<file path="config.mk">
export PLATFORM = sky130hd
export DESIGN_NAME = cclu_arbiter_flat
export DESIGN_NICKNAME = d
export VERILOG_FILES = /design/src/rtl/cclu_arbiter_if.sv /design/src/rtl/cclu_arbiter.sv /design/src/flat_wrapper.sv
export SDC_FILE = /design/constraint.sdc
export NUM_CORES = 1
export LEC_CHECK = 0
export CAP_MARGIN = 20
export CORE_AREA = 2 2 220 222
export CTS_CLUSTER_SIZE = 8
export DETAILED_ROUTE_END_ITERATION = 12
export DIE_AREA = 0 0 222 224
export PLACE_DENSITY_LB_ADDON = 0.2
export SYNTH_ARGS = -nofsm -noshare
export SYNTH_HDL_FRONTEND = slang
export SYNTH_SLANG_ARGS = --single-unit
</file>
<file path="constraint.sdc">
create_clock -name clk -period 8.6 [get_ports clk]
set_clock_uncertainty 0.15 [all_clocks]
set_input_delay 1.72 -clock clk [delete_from_list [all_inputs] [get_ports clk]]
set_output_delay 1.72 -clock clk [all_outputs]
set_load 0.02 [all_outputs]
</file>
<file path="src/rtl/cclu_arbiter_if.sv">
// Requester and CCLU bus bundle for cclu_arbiter.
// Statistics signals exist only when CCLU_ARB_STATS_EN is defined.
interface cclu_arbiter_if #(
    parameter int NUM_REQ = 4,
    parameter int AW      = 32
);
    localparam int IDW = $clog2(NUM_REQ);

    logic [NUM_REQ-1:0]    req_valid;
    logic [2*NUM_REQ-1:0]  req_cmd;
    logic [AW*NUM_REQ-1:0] req_addr;
    logic [AW*NUM_REQ-1:0] req_target;
    logic [AW*NUM_REQ-1:0] req_counter;
    logic                  flush_req;
    logic                  flush_done;
    logic                  rsp_valid;
    logic [IDW-1:0]        rsp_id;
    logic                  rsp_ok;
    logic                  rsp_error;
    logic [AW-1:0]         rsp_target;
    logic                  busy;
    logic [1:0]            cclu_cmd;
    logic [AW-1:0]         cclu_addr;
    logic [AW-1:0]         cclu_target;
    logic [AW-1:0]         cclu_counter;
    logic                  cclu_clear;
    logic                  cclu_valid;
    logic                  cclu_error;
    logic                  cclu_full;
    logic [AW-1:0]         cclu_target_out;
`ifdef CCLU_ARB_STATS_EN
    logic [15:0]           err_count;
    logic [16*NUM_REQ-1:0] grant_count;
`endif

    modport slave (
        input  req_valid, req_cmd, req_addr, req_target, req_counter, flush_req,
        input  cclu_valid, cclu_error, cclu_full, cclu_target_out,
        output flush_done, rsp_valid, rsp_id, rsp_ok, rsp_error, rsp_target, busy,
        output cclu_cmd, cclu_addr, cclu_target, cclu_counter, cclu_clear
`ifdef CCLU_ARB_STATS_EN
        , output err_count, grant_count
`endif
    );

    modport master (
        output req_valid, req_cmd, req_addr, req_target, req_counter, flush_req,
        output cclu_valid, cclu_error, cclu_full, cclu_target_out,
        input  flush_done, rsp_valid, rsp_id, rsp_ok, rsp_error, rsp_target, busy,
        input  cclu_cmd, cclu_addr, cclu_target, cclu_counter, cclu_clear
`ifdef CCLU_ARB_STATS_EN
        , input err_count, grant_count
`endif
    );
endinterface

</file>
<file path="src/rtl/cclu_arbiter.sv">
// Round-robin arbiter sharing one CCLU between NUM_REQ requesters, with flush sequencing.
// Optional statistics counters are enabled by defining CCLU_ARB_STATS_EN.
module cclu_arbiter #(
    parameter int NUM_REQ = 4,
    parameter int AW      = 32
) (
    input  logic           clk,
    input  logic           reset,
    cclu_arbiter_if.slave  bus
);
    localparam int IDW = $clog2(NUM_REQ);

    typedef enum logic [2:0] {
        IDLE, ISSUE, WAIT, CAP, RESP, FLUSH, FWAIT
    } state_t;

    state_t         state, state_nxt;
    logic [IDW-1:0] rr_ptr;
    logic [IDW-1:0] grant;
    logic [IDW-1:0] pick;
    logic           pick_found;
    int unsigned    rr_idx;

    logic [1:0]     cmd_q;
    logic [AW-1:0]  addr_q;
    logic [AW-1:0]  target_q;
    logic [AW-1:0]  counter_q;
    logic           ok_q;
    logic           err_q;
    logic [AW-1:0]  rsp_target_q;

    logic [1:0]     lane_cmd     [NUM_REQ];
    logic [AW-1:0]  lane_addr    [NUM_REQ];
    logic [AW-1:0]  lane_target  [NUM_REQ];
    logic [AW-1:0]  lane_counter [NUM_REQ];
    logic [1:0]     pick_cmd;
    logic           pick_fwd;

    // Full is informational only; pushes are forwarded regardless.
    logic unused_full;
    assign unused_full = bus.cclu_full;

    for (genvar g = 0; g < NUM_REQ; g++) begin : g_lane
        assign lane_cmd[g]     = bus.req_cmd[g*2 +: 2];
        assign lane_addr[g]    = bus.req_addr[g*AW +: AW];
        assign lane_target[g]  = bus.req_target[g*AW +: AW];
        assign lane_counter[g] = bus.req_counter[g*AW +: AW];
    end

    // Search upward from rr_ptr+1 with wrap; the last granted requester goes last.
    always_comb begin
        pick       = '0;
        pick_found = 1'b0;
        rr_idx     = 0;
        for (int unsigned i = 1; i <= NUM_REQ; i++) begin
            rr_idx = 32'(rr_ptr) + i;
            if (rr_idx >= NUM_REQ) rr_idx = rr_idx - NUM_REQ;
            if (!pick_found && bus.req_valid[IDW'(rr_idx)]) begin
                pick       = IDW'(rr_idx);
                pick_found = 1'b1;
            end
        end
    end

    assign pick_cmd = lane_cmd[pick];
    assign pick_fwd = (pick_cmd == 2'b01) || (pick_cmd == 2'b10);

    always_ff @(posedge clk) begin
        if (reset) state <= IDLE;
        else       state <= state_nxt;
    end

    always_comb begin
        state_nxt        = state;
        bus.busy         = (state != IDLE);
        bus.cclu_cmd     = 2'b00;
        bus.cclu_clear   = 1'b0;
        bus.cclu_addr    = '0;
        bus.cclu_target  = '0;
        bus.cclu_counter = '0;
        bus.flush_done   = 1'b0;
        bus.rsp_valid    = 1'b0;
        bus.rsp_id       = '0;
        bus.rsp_ok       = 1'b0;
        bus.rsp_error    = 1'b0;
        bus.rsp_target   = '0;
        case (state)
            IDLE: begin
                if (bus.flush_req)   state_nxt = FLUSH;
                else if (pick_found) state_nxt = pick_fwd ? ISSUE : RESP;
            end
            ISSUE: begin
                bus.cclu_cmd     = cmd_q;
                bus.cclu_addr    = addr_q;
                bus.cclu_target  = target_q;
                bus.cclu_counter = counter_q;
                state_nxt        = WAIT;
            end
            WAIT: begin
                bus.cclu_target = target_q;
                state_nxt       = CAP;
            end
            CAP: begin
                bus.cclu_target = target_q;
                state_nxt       = RESP;
            end
            RESP: begin
                bus.rsp_valid  = 1'b1;
                bus.rsp_id     = grant;
                bus.rsp_ok     = ok_q;
                bus.rsp_error  = err_q;
                bus.rsp_target = rsp_target_q;
                state_nxt      = IDLE;
            end
            FLUSH: begin
                bus.cclu_clear = 1'b1;
                bus.cclu_cmd   = 2'b11;
                state_nxt      = FWAIT;
            end
            FWAIT: begin
                bus.flush_done = 1'b1;
                state_nxt      = IDLE;
            end
            default: state_nxt = IDLE;
        endcase
    end

    always_ff @(posedge clk) begin
        if (reset) begin
            rr_ptr       <= IDW'(NUM_REQ - 1);
            grant        <= '0;
            cmd_q        <= 2'b00;
            addr_q       <= '0;
            target_q     <= '0;
            counter_q    <= '0;
            ok_q         <= 1'b0;
            err_q        <= 1'b0;
            rsp_target_q <= '0;
        end else begin
            case (state)
                IDLE: begin
                    if (!bus.flush_req && pick_found) begin
                        grant        <= pick;
                        cmd_q        <= pick_cmd;
                        addr_q       <= lane_addr[pick];
                        target_q     <= lane_target[pick];
                        counter_q    <= lane_counter[pick];
                        ok_q         <= 1'b0;
                        err_q        <= (pick_cmd == 2'b11);
                        rsp_target_q <= '0;
                    end
                end
                WAIT: begin
                    ok_q  <= bus.cclu_valid;
                    err_q <= bus.cclu_error;
                end
                CAP:  rsp_target_q <= ok_q ? bus.cclu_target_out : '0;
                RESP: rr_ptr <= grant;
                default: ;
            endcase
        end
    end

`ifdef CCLU_ARB_STATS_EN
    logic [15:0] err_cnt;
    logic [15:0] grant_cnt [NUM_REQ];

    always_ff @(posedge clk) begin
        if (reset || state == FWAIT) begin
            err_cnt <= '0;
            for (int unsigned i = 0; i < NUM_REQ; i++) grant_cnt[i] <= '0;
        end else if (state == RESP) begin
            if (err_q && err_cnt != '1) err_cnt <= err_cnt + 16'd1;
            if (grant_cnt[grant] != '1) grant_cnt[grant] <= grant_cnt[grant] + 16'd1;
        end
    end

    assign bus.err_count = err_cnt;
    for (genvar g = 0; g < NUM_REQ; g++) begin : g_stat
        assign bus.grant_count[g*16 +: 16] = grant_cnt[g];
    end
`endif
endmodule

</file>
<file path="src/flat_wrapper.sv">
// flat-port wrapper written by rule: the top's interface ports become plain ports
module cclu_arbiter_flat 
#(
    parameter int NUM_REQ = 4,
    parameter int AW      = 32
)
  (clk, reset, bus_req_valid, bus_req_cmd, bus_req_addr, bus_req_target, bus_req_counter, bus_flush_req, bus_cclu_valid, bus_cclu_error, bus_cclu_full, bus_cclu_target_out, bus_flush_done, bus_rsp_valid, bus_rsp_id, bus_rsp_ok, bus_rsp_error, bus_rsp_target, bus_busy, bus_cclu_cmd, bus_cclu_addr, bus_cclu_target, bus_cclu_counter, bus_cclu_clear);
  cclu_arbiter_if #(.NUM_REQ(NUM_REQ), .AW(AW)) bus_i ();
  input  logic clk;
  input  logic reset;
  input wire logic [$bits(bus_i.req_valid)-1:0] bus_req_valid;
  input wire logic [$bits(bus_i.req_cmd)-1:0] bus_req_cmd;
  input wire logic [$bits(bus_i.req_addr)-1:0] bus_req_addr;
  input wire logic [$bits(bus_i.req_target)-1:0] bus_req_target;
  input wire logic [$bits(bus_i.req_counter)-1:0] bus_req_counter;
  input wire logic [$bits(bus_i.flush_req)-1:0] bus_flush_req;
  input wire logic [$bits(bus_i.cclu_valid)-1:0] bus_cclu_valid;
  input wire logic [$bits(bus_i.cclu_error)-1:0] bus_cclu_error;
  input wire logic [$bits(bus_i.cclu_full)-1:0] bus_cclu_full;
  input wire logic [$bits(bus_i.cclu_target_out)-1:0] bus_cclu_target_out;
  output wire logic [$bits(bus_i.flush_done)-1:0] bus_flush_done;
  output wire logic [$bits(bus_i.rsp_valid)-1:0] bus_rsp_valid;
  output wire logic [$bits(bus_i.rsp_id)-1:0] bus_rsp_id;
  output wire logic [$bits(bus_i.rsp_ok)-1:0] bus_rsp_ok;
  output wire logic [$bits(bus_i.rsp_error)-1:0] bus_rsp_error;
  output wire logic [$bits(bus_i.rsp_target)-1:0] bus_rsp_target;
  output wire logic [$bits(bus_i.busy)-1:0] bus_busy;
  output wire logic [$bits(bus_i.cclu_cmd)-1:0] bus_cclu_cmd;
  output wire logic [$bits(bus_i.cclu_addr)-1:0] bus_cclu_addr;
  output wire logic [$bits(bus_i.cclu_target)-1:0] bus_cclu_target;
  output wire logic [$bits(bus_i.cclu_counter)-1:0] bus_cclu_counter;
  output wire logic [$bits(bus_i.cclu_clear)-1:0] bus_cclu_clear;
  assign bus_i.req_valid = bus_req_valid;
  assign bus_i.req_cmd = bus_req_cmd;
  assign bus_i.req_addr = bus_req_addr;
  assign bus_i.req_target = bus_req_target;
  assign bus_i.req_counter = bus_req_counter;
  assign bus_i.flush_req = bus_flush_req;
  assign bus_i.cclu_valid = bus_cclu_valid;
  assign bus_i.cclu_error = bus_cclu_error;
  assign bus_i.cclu_full = bus_cclu_full;
  assign bus_i.cclu_target_out = bus_cclu_target_out;
  assign bus_flush_done = bus_i.flush_done;
  assign bus_rsp_valid = bus_i.rsp_valid;
  assign bus_rsp_id = bus_i.rsp_id;
  assign bus_rsp_ok = bus_i.rsp_ok;
  assign bus_rsp_error = bus_i.rsp_error;
  assign bus_rsp_target = bus_i.rsp_target;
  assign bus_busy = bus_i.busy;
  assign bus_cclu_cmd = bus_i.cclu_cmd;
  assign bus_cclu_addr = bus_i.cclu_addr;
  assign bus_cclu_target = bus_i.cclu_target;
  assign bus_cclu_counter = bus_i.cclu_counter;
  assign bus_cclu_clear = bus_i.cclu_clear;
  cclu_arbiter #(.NUM_REQ(NUM_REQ), .AW(AW)) u_core (.clk(clk), .reset(reset), .bus(bus_i));
endmodule
</file>
==> results of run 1 <==
[layout make-up]
cell class / count / area [sq um]
diodes: 3 / 7.51
flip-flops and latches: 139 / 2780
multi-input cells: 746 / 5440
fillers: 5048 / 31800
clock inverters: 11 / 189
inverters: 3 / 11.3
repair buffers: 586 / 5840
clock buffers: 21 / 470
well taps: 615 / 769
[metal layers]
metal / wire length [um] / share of wire [%]
met5: 0 / 0
met3: 2960 / 7.2
met2: 21400 / 52
met1: 15900 / 39
met4: 820 / 2.0
[path summary, 6_finish.rpt]
check        cells past startpoint                                 to                          start  slack, ns
max reg2reg                      7  u_core.counter_q[29]$_SDFFE_PP0P_   u_core.state[2]$_SDFFE_PP0P_       5.23
min                              2      u_core.addr_q[2]$_SDFFE_PP0P_  u_core.addr_q[2]$_SDFFE_PP0P_       0.30
min reg2reg                      2      u_core.addr_q[2]$_SDFFE_PP0P_  u_core.addr_q[2]$_SDFFE_PP0P_       0.30
max                              5                  bus_cclu_addr[14]   u_core.state[0]$_SDFFE_PP0P_       3.48
[cells by family after synthesis]
logic type	share of synthesized area, %
muxes	24.7
adders and majority gates	0.145
and+or+nand+nor	23.4
buffers and inverters	5.67
DFF	32.2
AOI/OAI and AO/OA	13.9
[power by group]
| part | switching (mW) | total, mW | internal, mW |
|---|---|---|---|
| clock | 0.325 | 0.862 | 0.538 |
| combinational | 0.837 | 1.53 | 0.698 |
| sequential | 0.0792 | 0.881 | 0.801 |
| total | 1.24 | 3.28 | 2.04 |
[worst reg2reg max path, cell delays in order (launching register included)]
cell	delay (ns)
dfxtp_1	0.33
buf_4	0.27
or4_4	0.63
nor3_4	0.21
buf_4	0.46
buf_4	0.76
nand3_1	0.35
o211ai_2	0.13
[synthesized netlist by cell type]
cell	count	share of area, %
buf_2	17	0.98
a21oi_1	4	0.23
nor3_4	1	0.19
a21o_1	1	0.087
buf_1	1	0.043
a211oi_1	2	0.17
or4_4	1	0.13
a211o_1	2	0.20
dfxtp_1	139	32
o21ai_0	3	0.17
nand2b_1	5	0.36
o211ai_1	78	6.8
nor2_1	46	2.0
buf_6	11	1.4
o311a_1	1	0.12
nor3b_1	3	0.26
a31oi_1	2	0.14
mux2i_1	99	11
or2_0	1	0.072
and3_1	37	2.7
nor2_2	2	0.14
mux4_2	2	0.52
or3_1	1	0.072
ha_1	1	0.14
and2_1	96	6.9
nand2_2	1	0.072
mux2_2	98	13
clkbuf_1	57	2.5
nor4_4	1	0.25
a21bo_2	1	0.12
o21a_1	1	0.087
a22oi_1	32	2.8
buf_4	7	0.61
nand2_1	102	4.4
nand3_1	100	5.8
inv_1	3	0.13
nand3b_1	1	0.087
a311oi_1	1	0.10
o211ai_2	20	2.9
[sequential cells by signal, indices dropped and copies added (netlist names)]
register and cells:
u_core.ok_q 1, u_core.rr_ptr 2, u_core.state 3, u_core.addr_q 32, u_core.target_q 32, u_core.rsp_target_q 32
u_core.counter_q 32, u_core.err_q 1, u_core.cmd_q 2, u_core.grant 2
[stage by stage]
| stage | cells | total power [mW] | hold slack [ns] | worst slack, ns |
|---|---|---|---|---|
| final | 2124 | 3.28 | 0.302 | 3.48 |
| after global routing | 2123 | 3.48 | 0.331 | 3.14 |
| after floorplan | 981 | 1.85 | 0.276 | 4.50 |
| after CTS | 2121 | 3.35 | 0.307 | 3.31 |
| after global placement | 2089 | 2.46 | 0.286 | 3.39 |
| after detailed placement | 2089 | 2.46 | 0.287 | 3.33 |
==> results.json, run 1 <==
{
  "status": "finished clean",
  "ioPinCount": 572,
  "ys_seq_area_share_pct": 32.2,
  "drive_above_1_share_pct": 12.0,
  "post-route-period-util_pct": 59.5,
  "cts_tree": "built",
  "cp-end-kind": "primary output",
  "die_area_sq_um": 49700,
  "tns_ns": 0,
  "rsz0062_at_grt": "false",
  "root_buffer": "clkbuf_16",
  "num_rows": 80,
  "antenna_found_initial": 2,
  "crit_buf_inv": 2,
  "finalHoldViolCount": 0,
  "worstMarginPinSlew_ns": 0.870,
  "layout_commonest_cell": "clkdlybuf4s50_1",
  "drv_slew": 0,
  "critPathArrivalTime_ns": 3.25,
  "fp.dieH_um": 224,
  "start_util_pct": 18.3,
  "max-slew-margin-rel_pct": 42.0,
  "grt_pass1_vias": 9456,
  "powerDensity_nw_per_um2": 211,
  "grt_pass1_wl_mm": 59.9,
  "placeableCoreArea_sq_um": 47300,
  "grt.overflow.total": 0,
  "drtAntennaViolNets": 0,
  "final_cell_mix": "clkdlybuf4s50_1 (570), dfxtp_1 (139), nand2_1 (102)",
  "grt_usage_pct": 16.0,
  "hold_buffers": 0,
  "vias": 9231,
  "worst_path_largest_cell_delay_ns": 0.76,
  "final_nets": 1928,
  "drc": 0,
  "vdd_drop_max_mv": 0.155,
  "syn_area_sq_um": 8650,
  "htreeDepth": 4,
  "setup_violations": 0,
  "crit_type": "reg -> out",
  "drt_pass1_iterations": 5,
  "clkLatencyLatePin_ns": 0.44,
  "ctsResizeCount": 0,
  "syn_nets": 1416,
  "hp-class": "reg -> reg",
  "routed_wl_mm": 41.1,
  "cap_violations": 0,
  "clockBufferDepth": 2,
  "grt_max_degree": 93,
  "worstPathCellList": "nand2b_1, nor2_4, buf_4, and2_1, clkdlybuf4s50_1",
  "cpMaxStageDelayCell": "clkdlybuf4s50_1",
  "dp_hpwl_mm": 30.5,
  "via_per_inst": 4.35,
  "globalRouteMet1Util_pct": 17.4,
  "cp-start-kind": "flop",
  "ys_warn_count": 0,
  "syn_avg_cell_area_sq_um": 8.82,
  "first_iter_violations": 323,
  "required_ns": 6.73,
  "synthToLayoutAreaGrowth_pct": 79.2,
  "leakagePower_nw": 5.61,
  "ys_seq_elements": 139,
  "grt.busiest_layer": "met2",
  "port_buffers": 570,
  "placed_area_sq_um": 14800,
  "synthCells": 981,
  "final_area_sq_um": 15500,
  "cpLargestDelayFamily": "buffers and inverters",
  "numCtsBuffers": 17,
  "final_util_pct": 32.8,
  "worstPathMaxFanout": 42,
  "postCtsSetupBuffers": 0,
  "path_clk_slew_ns": 0.06,
  "gp_congestion": 0.783,
  "grtUsageMet3_pct": 5.48,
  "clock.fmax_ghz": 0.195,
  "clock-sinks": 139,
  "wire_per_inst_um": 19.3,
  "grt_use_met2_pct": 29.2,
  "fin_crit_ns": 5.12,
  "synth_cell_types": 39,
  "die_w_um": 222
}
Power figures use the tool's default switching activity.
==> run 2, diff against run 1 <==
--- a/config.mk
+++ b/config.mk
@@ -6,10 +6,10 @@
 export NUM_CORES = 1
 export LEC_CHECK = 0
 export CAP_MARGIN = 20
-export CORE_AREA = 2 2 220 222
+export CORE_AREA = 2 2 222 224
 export CTS_CLUSTER_SIZE = 8
 export DETAILED_ROUTE_END_ITERATION = 12
-export DIE_AREA = 0 0 222 224
+export DIE_AREA = 0 0 224 226
 export PLACE_DENSITY_LB_ADDON = 0.2
 export SYNTH_ARGS = -nofsm -noshare
 export SYNTH_HDL_FRONTEND = slang
==> constraint.sdc (replaced) <==
create_clock -name clk -period 5.2 [get_ports clk]
set_clock_uncertainty 0.15 [all_clocks]
set_input_delay 1.04 -clock clk [delete_from_list [all_inputs] [get_ports clk]]
set_output_delay 1.04 -clock clk [all_outputs]
set_load 0.02 [all_outputs]
==> results.json, run 2 (synthesis gave the netlist of run 1 again) <==
{
  "cpLargestDelayFamily": "buffers and inverters",
  "fp.dieH_um": 226,
  "grt_usage_pct": 15.8,
  "reg2regPathDepth": 6,
  "grt_pass1_vias": 9430,
  "rr_endpoint": "u_core.counter_q[23]$_SDFFE_PP0P_",
  "gp_congestion": 0.812,
  "layout_commonest_cell": "clkdlybuf4s50_1",
  "max-slew-margin-rel_pct": 43.3,
  "worstReg2RegStart": "u_core.state[2]$_SDFFE_PP0P_",
  "drive_above_1_share_pct": 12.0,
  "drtAntennaViolNets": 0,
  "cp-end-kind": "primary output",
  "setup_slack_ns": 1.16,
  "powerDensity_nw_per_um2": 339,
  "hp-class": "reg -> reg",
  "drv_slew": 0,
  "dp_hpwl_mm": 30.0,
  "post-route-period-util_pct": 77.6,
  "ctsResizeCount": 0,
  "cts_tree": "built",
  "routed_wl_mm": 40.6,
  "clkLatencyLatePin_ns": 0.48,
  "grt_pass1_wl_mm": 59.0,
  "finalHoldViolCount": 0,
  "die_area_sq_um": 50600,
  "fin_crit_ns": 4.04,
  "crit_path_end": "bus_cclu_addr[1]",
  "antenna_found_initial": 2,
  "root_buffer": "clkbuf_16",
  "synthToLayoutAreaGrowth_pct": 78.5,
  "dp_slack_ns": 1.09,
  "crit_path_start": "u_core.state[1]$_SDFFE_PP0P_",
  "worstMarginPinSlew_ns": 0.851,
  "via_per_inst": 4.33,
  "leakagePower_nw": 5.57,
  "status": "finished clean",
  "drc": 0,
  "first_iter_violations": 346,
  "rsz0062_at_grt": "false",
  "placeableCoreArea_sq_um": 48300,
  "hold_buffers": 0,
  "vias": 9208,
  "dp_cells": 2095,
  "worst_path_largest_cell_delay_ns": 0.64,
  "clockBufferDepth": 2,
  "num_rows": 81,
  "grt.overflow.total": 0,
  "crit_type": "reg -> out",
  "numCtsBuffers": 17,
  "vdd_drop_max_mv": 0.262,
  "htreeDepth": 4,
  "cap_violations": 0,
  "postCtsSetupBuffers": 0,
  "cpMaxStageDelayCell": "clkdlybuf4s50_1",
  "setup_violations": 0,
  "grt_max_degree": 113,
  "worstPathMaxFanout": 64,
  "die_w_um": 224,
  "layoutNonFillerInstCount": 2127,
  "start_util_pct": 17.9,
  "final_cell_mix": "clkdlybuf4s50_1 (570), dfxtp_1 (139), nand2_1 (102)",
  "final_area_sq_um": 15400,
  "cp-start-kind": "flop",
  "wire_per_inst_um": 19.1,
  "required_ns": 4.01,
  "reg2reg_setup_slack_ns": 2.40,
  "whs_ns": 0.304,
  "path_clk_slew_ns": 0.07,
  "critPathArrivalTime_ns": 2.85,
  "crit_buf_inv": 2,
  "final_util_pct": 32.0,
  "ioPinCount": 572,
  "power_mw": 5.24,
  "clock.fmax_ghz": 0.248,
  "n_antenna_cell": 0,
  "worstPathCellList": "nand2b_1, nor2_4, buf_4, and2_1, clkdlybuf4s50_1",
  "drt_pass1_iterations": 6,
  "tns_ns": 0,
  "clock-sinks": 139,
  "port_buffers": 570,
  "placed_area_sq_um": 14900,
  "cp.depth": 5,
  "final_nets": 1927
}
==> run 2: per-layer routing <==
metal	routed length [um]	up-vias	global-route usage, %
met5	61	-	0
met4	782	6	5.48
met3	2670	42	5.04
met2	21100	307	28.5
met1	16000	4298	17.4
li1	-	4555	-
==> run 2: worst reg2reg max path: stages, from the launching register on <==
cell	delay [ns]
dfxtp_1	0.33
buf_4	0.26
or4_4	0.62
nor3_4	0.22
nand2_4	0.39
buf_12	0.46
o211ai_1	0.27
==> run 2: area by class of cell <==
cell class,instances,area (sq um)
fill,5134,32900
timing repair buffer,585,5870
multi-input combinational,746,5440
sequential,139,2780
tap,622,778
clock buffer,20,457
clock inverter,12,114
inverter,3,11.3
==> run 2: how the worst min path moves through the flow <==
| stage | from | end | slack [ns] | cells past startpoint |
|---|---|---|---|---|
| floorplan | u_core.addr_q[0]$_SDFFE_PP0P_ | u_core.addr_q[0]$_SDFFE_PP0P_ | 0.28 | 2 |
| global placement | u_core.addr_q[12]$_SDFFE_PP0P_ | u_core.addr_q[12]$_SDFFE_PP0P_ | 0.29 | 2 |
| detailed placement | u_core.addr_q[8]$_SDFFE_PP0P_ | u_core.addr_q[8]$_SDFFE_PP0P_ | 0.29 | 2 |
| CTS | u_core.addr_q[8]$_SDFFE_PP0P_ | u_core.addr_q[8]$_SDFFE_PP0P_ | 0.31 | 2 |
| global route | u_core.target_q[20]$_SDFFE_PP0P_ | u_core.target_q[20]$_SDFFE_PP0P_ | 0.33 | 2 |
| finish | u_core.counter_q[28]$_SDFFE_PP0P_ | u_core.counter_q[28]$_SDFFE_PP0P_ | 0.30 | 2 |
==> run 2: report_power, final <==
group          total (mW)  leakage (nW)  switching [mW]  internal, mW
Clock                1.24         0.269           0.552         0.685
Combinational        2.54          4.17            1.37          1.17
Sequential           1.46          1.13           0.133          1.33
Total                5.24          5.57            2.06          3.18
==> run 3, diff against run 2 <==
==> constraint.sdc (replaced) <==
create_clock -name clk -period 3.82 [get_ports clk]
set_clock_uncertainty 0.15 [all_clocks]
set_input_delay 0.764 -clock clk [delete_from_list [all_inputs] [get_ports clk]]
set_output_delay 0.764 -clock clk [all_outputs]
set_load 0.02 [all_outputs]
==> results.json, run 3 (synthesis gave the netlist of run 1 again) <==
{
  "postCtsSetupBuffers": 0,
  "hold_buffers": 0,
  "internal_power_mw": 4.41,
  "clock-sinks": 139,
  "fp.dieH_um": 226,
  "p_switching_mw": 2.81,
  "numCtsBuffers": 17,
  "rsz0062_at_grt": "false",
  "vdd_drop_max_mv": 0.293,
  "via_per_inst": 4.31,
  "rr_endpoint": "u_core.target_q[15]$_SDFFE_PP0P_",
  "dp_hpwl_mm": 30.6,
  "multi_input_area_sq_um": 5440,
  "synthToLayoutAreaGrowth_pct": 80.3,
  "grt_pass1_wl_mm": 59.4,
  "final_nets": 1936,
  "required_ns": 2.91,
  "ctsResizeCount": 0,
  "layout_commonest_cell": "clkdlybuf4s50_1",
  "critPathArrivalTime_ns": 2.59,
  "routed_wl_mm": 41.1,
  "grt_usage_pct": 15.8,
  "gp_congestion": 0.770,
  "path_clk_slew_ns": 0.06,
  "tns_ns": 0,
  "clock.fmax_ghz": 0.285,
  "first_iter_violations": 315,
  "finalHoldViolCount": 0,
  "p_clk_share_pct": 22.7,
  "ioPinCount": 572,
  "clockBufferDepth": 2,
  "dp_cells": 2104,
  "crit_type": "reg -> out",
  "root_buffer": "clkbuf_16",
  "worstReg2RegStart": "u_core.rr_ptr[1]$_SDFFE_PP1P_",
  "start_util_pct": 17.9,
  "fillers": 5087,
  "cap_violations": 0,
  "wire_per_inst_um": 19.2,
  "grt_pass1_vias": 9455,
  "final_cell_mix": "clkdlybuf4s50_1 (570), dfxtp_1 (139), nand2_1 (102)",
  "status": "finished clean",
  "cp-start-kind": "flop",
  "htreeDepth": 4,
  "drt_pass1_iterations": 4,
  "die_w_um": 224,
  "max-slew-margin-rel_pct": 62.5,
  "antenna_found_initial": 3,
  "post-route-period-util_pct": 91.8,
  "placeableCoreArea_sq_um": 48300,
  "power_mw": 7.22,
  "leakagePower_nw": 5.66,
  "worstMarginPinSlew_ns": 0.562,
  "drive_above_1_share_pct": 12.5,
  "grt.overflow.total": 0,
  "pwr-share-seq_pct": 27.5,
  "reg2regPathDepth": 7,
  "layoutNonFillerInstCount": 2137,
  "reg2reg_setup_slack_ns": 1.25,
  "drv_slew": 0,
  "worstHoldStart": "u_core.counter_q[30]$_SDFFE_PP0P_",
  "hp-class": "reg -> reg",
  "seq_area_sq_um": 2780,
  "min_to": "u_core.counter_q[30]$_SDFFE_PP0P_",
  "power_frac_comb_pct": 49.8,
  "clkLatencyLatePin_ns": 0.44,
  "drc": 0,
  "drtAntennaViolNets": 0,
  "powerDensity_nw_per_um2": 463,
  "die_area_sq_um": 50600,
  "switching_share_pct": 38.9,
  "fin_crit_ns": 3.51,
  "port_buffers": 570,
  "cts_tree": "built",
  "cp-end-kind": "primary output",
  "vias": 9213,
  "worstPathMaxFanout": 42,
  "num_rows": 81,
  "whs_path_depth": 2,
  "grt_max_degree": 100,
  "setup_violations": 0
}
## run 3: cell count changes in the layout (fill, tap and decap cells not counted)
| cell | previous run | this run |
|---|---|---|
| buf_12 | 4 | 11 |
| clkbuf_8 | 2 | 6 |
| buf_4 | 11 | 13 |
| clkinv_2 | 2 | 4 |
| clkinvlp_4 | 4 | 2 |
| inv_6 | 3 | 1 |
| bufinv_16 | 1 | 0 |
| clkbuf_1 | 1 | 0 |
| diode_2 | 0 | 1 |
## run 3: through the flow
stage,util [%],hold slack [ns],worst slack (ns),instance area (sq um)
2_1_floorplan,-,0.276,0.679,8650
4_1_cts,32.3,0.310,0.248,15600
3_5_place_dp,31.1,0.292,0.111,15000
3_3_place_gp,31.1,0.287,0.165,15000
5_1_grt,32.3,0.323,0.150,15600
6_report,32.3,0.304,0.311,15600
## run 3: critical path, cell delays in order (launching register included)
cell             delay, ns
dfxtp_1               0.50
nand2b_1              0.24
nor2_4                0.13
buf_4                 0.37
and2_1                0.24
clkdlybuf4s50_1       0.63
## run 3: power by group through the flow
stage / clock [mW] / combinational [mW] / sequential, mW
after floorplan: 0 / 2.21 / 1.95
after global placement: 0 / 3.66 / 2.01
after detailed placement: 0 / 3.66 / 2.02
after CTS: 1.73 / 3.67 / 1.99
after global routing: 1.77 / 3.89 / 2.03
final: 1.64 / 3.59 / 1.99
## run 3: layout make-up
cell class                      instances  area share (%)
Timing Repair Buffer                  594            38.6
Inverter                                3          0.0722
Clock inverter                          9           0.393
Multi-Input combinational cell        746            34.8
Antenna cell                            1          0.0160
Sequential cell                       139            17.8
Clock buffer                           23            3.26
Tap cell                              622            4.99
## run 3: worst max-delay path by stage
stage | to | slack, ns | cells past startpoint | startpoint
2_1_floorplan | u_core.state[2]$_SDFFE_PP0P_ | 0.68 | 12 | bus_req_valid[0]
3_3_place_gp | u_core.target_q[15]$_SDFFE_PP0P_ | 0.16 | 8 | bus_req_valid[1]
3_5_place_dp | u_core.target_q[15]$_SDFFE_PP0P_ | 0.11 | 8 | bus_req_valid[1]
4_1_cts | bus_cclu_counter[12] | 0.25 | 5 | u_core.state[0]$_SDFFE_PP0P_
5_1_grt | bus_cclu_counter[12] | 0.15 | 5 | u_core.state[0]$_SDFFE_PP0P_
6_report | bus_cclu_addr[1] | 0.31 | 5 | u_core.state[0]$_SDFFE_PP0P_
## run 3: routing by layer
layer	part of all wire [%]	vias up	global-route usage, %	wire, um
li1	-	4577	-	-
met1	41	4319	18.0	16600
met2	51	282	28.2	21100
met3	6.4	31	4.72	2640
met4	1.6	4	4.65	655
met5	0.049	-	0	20
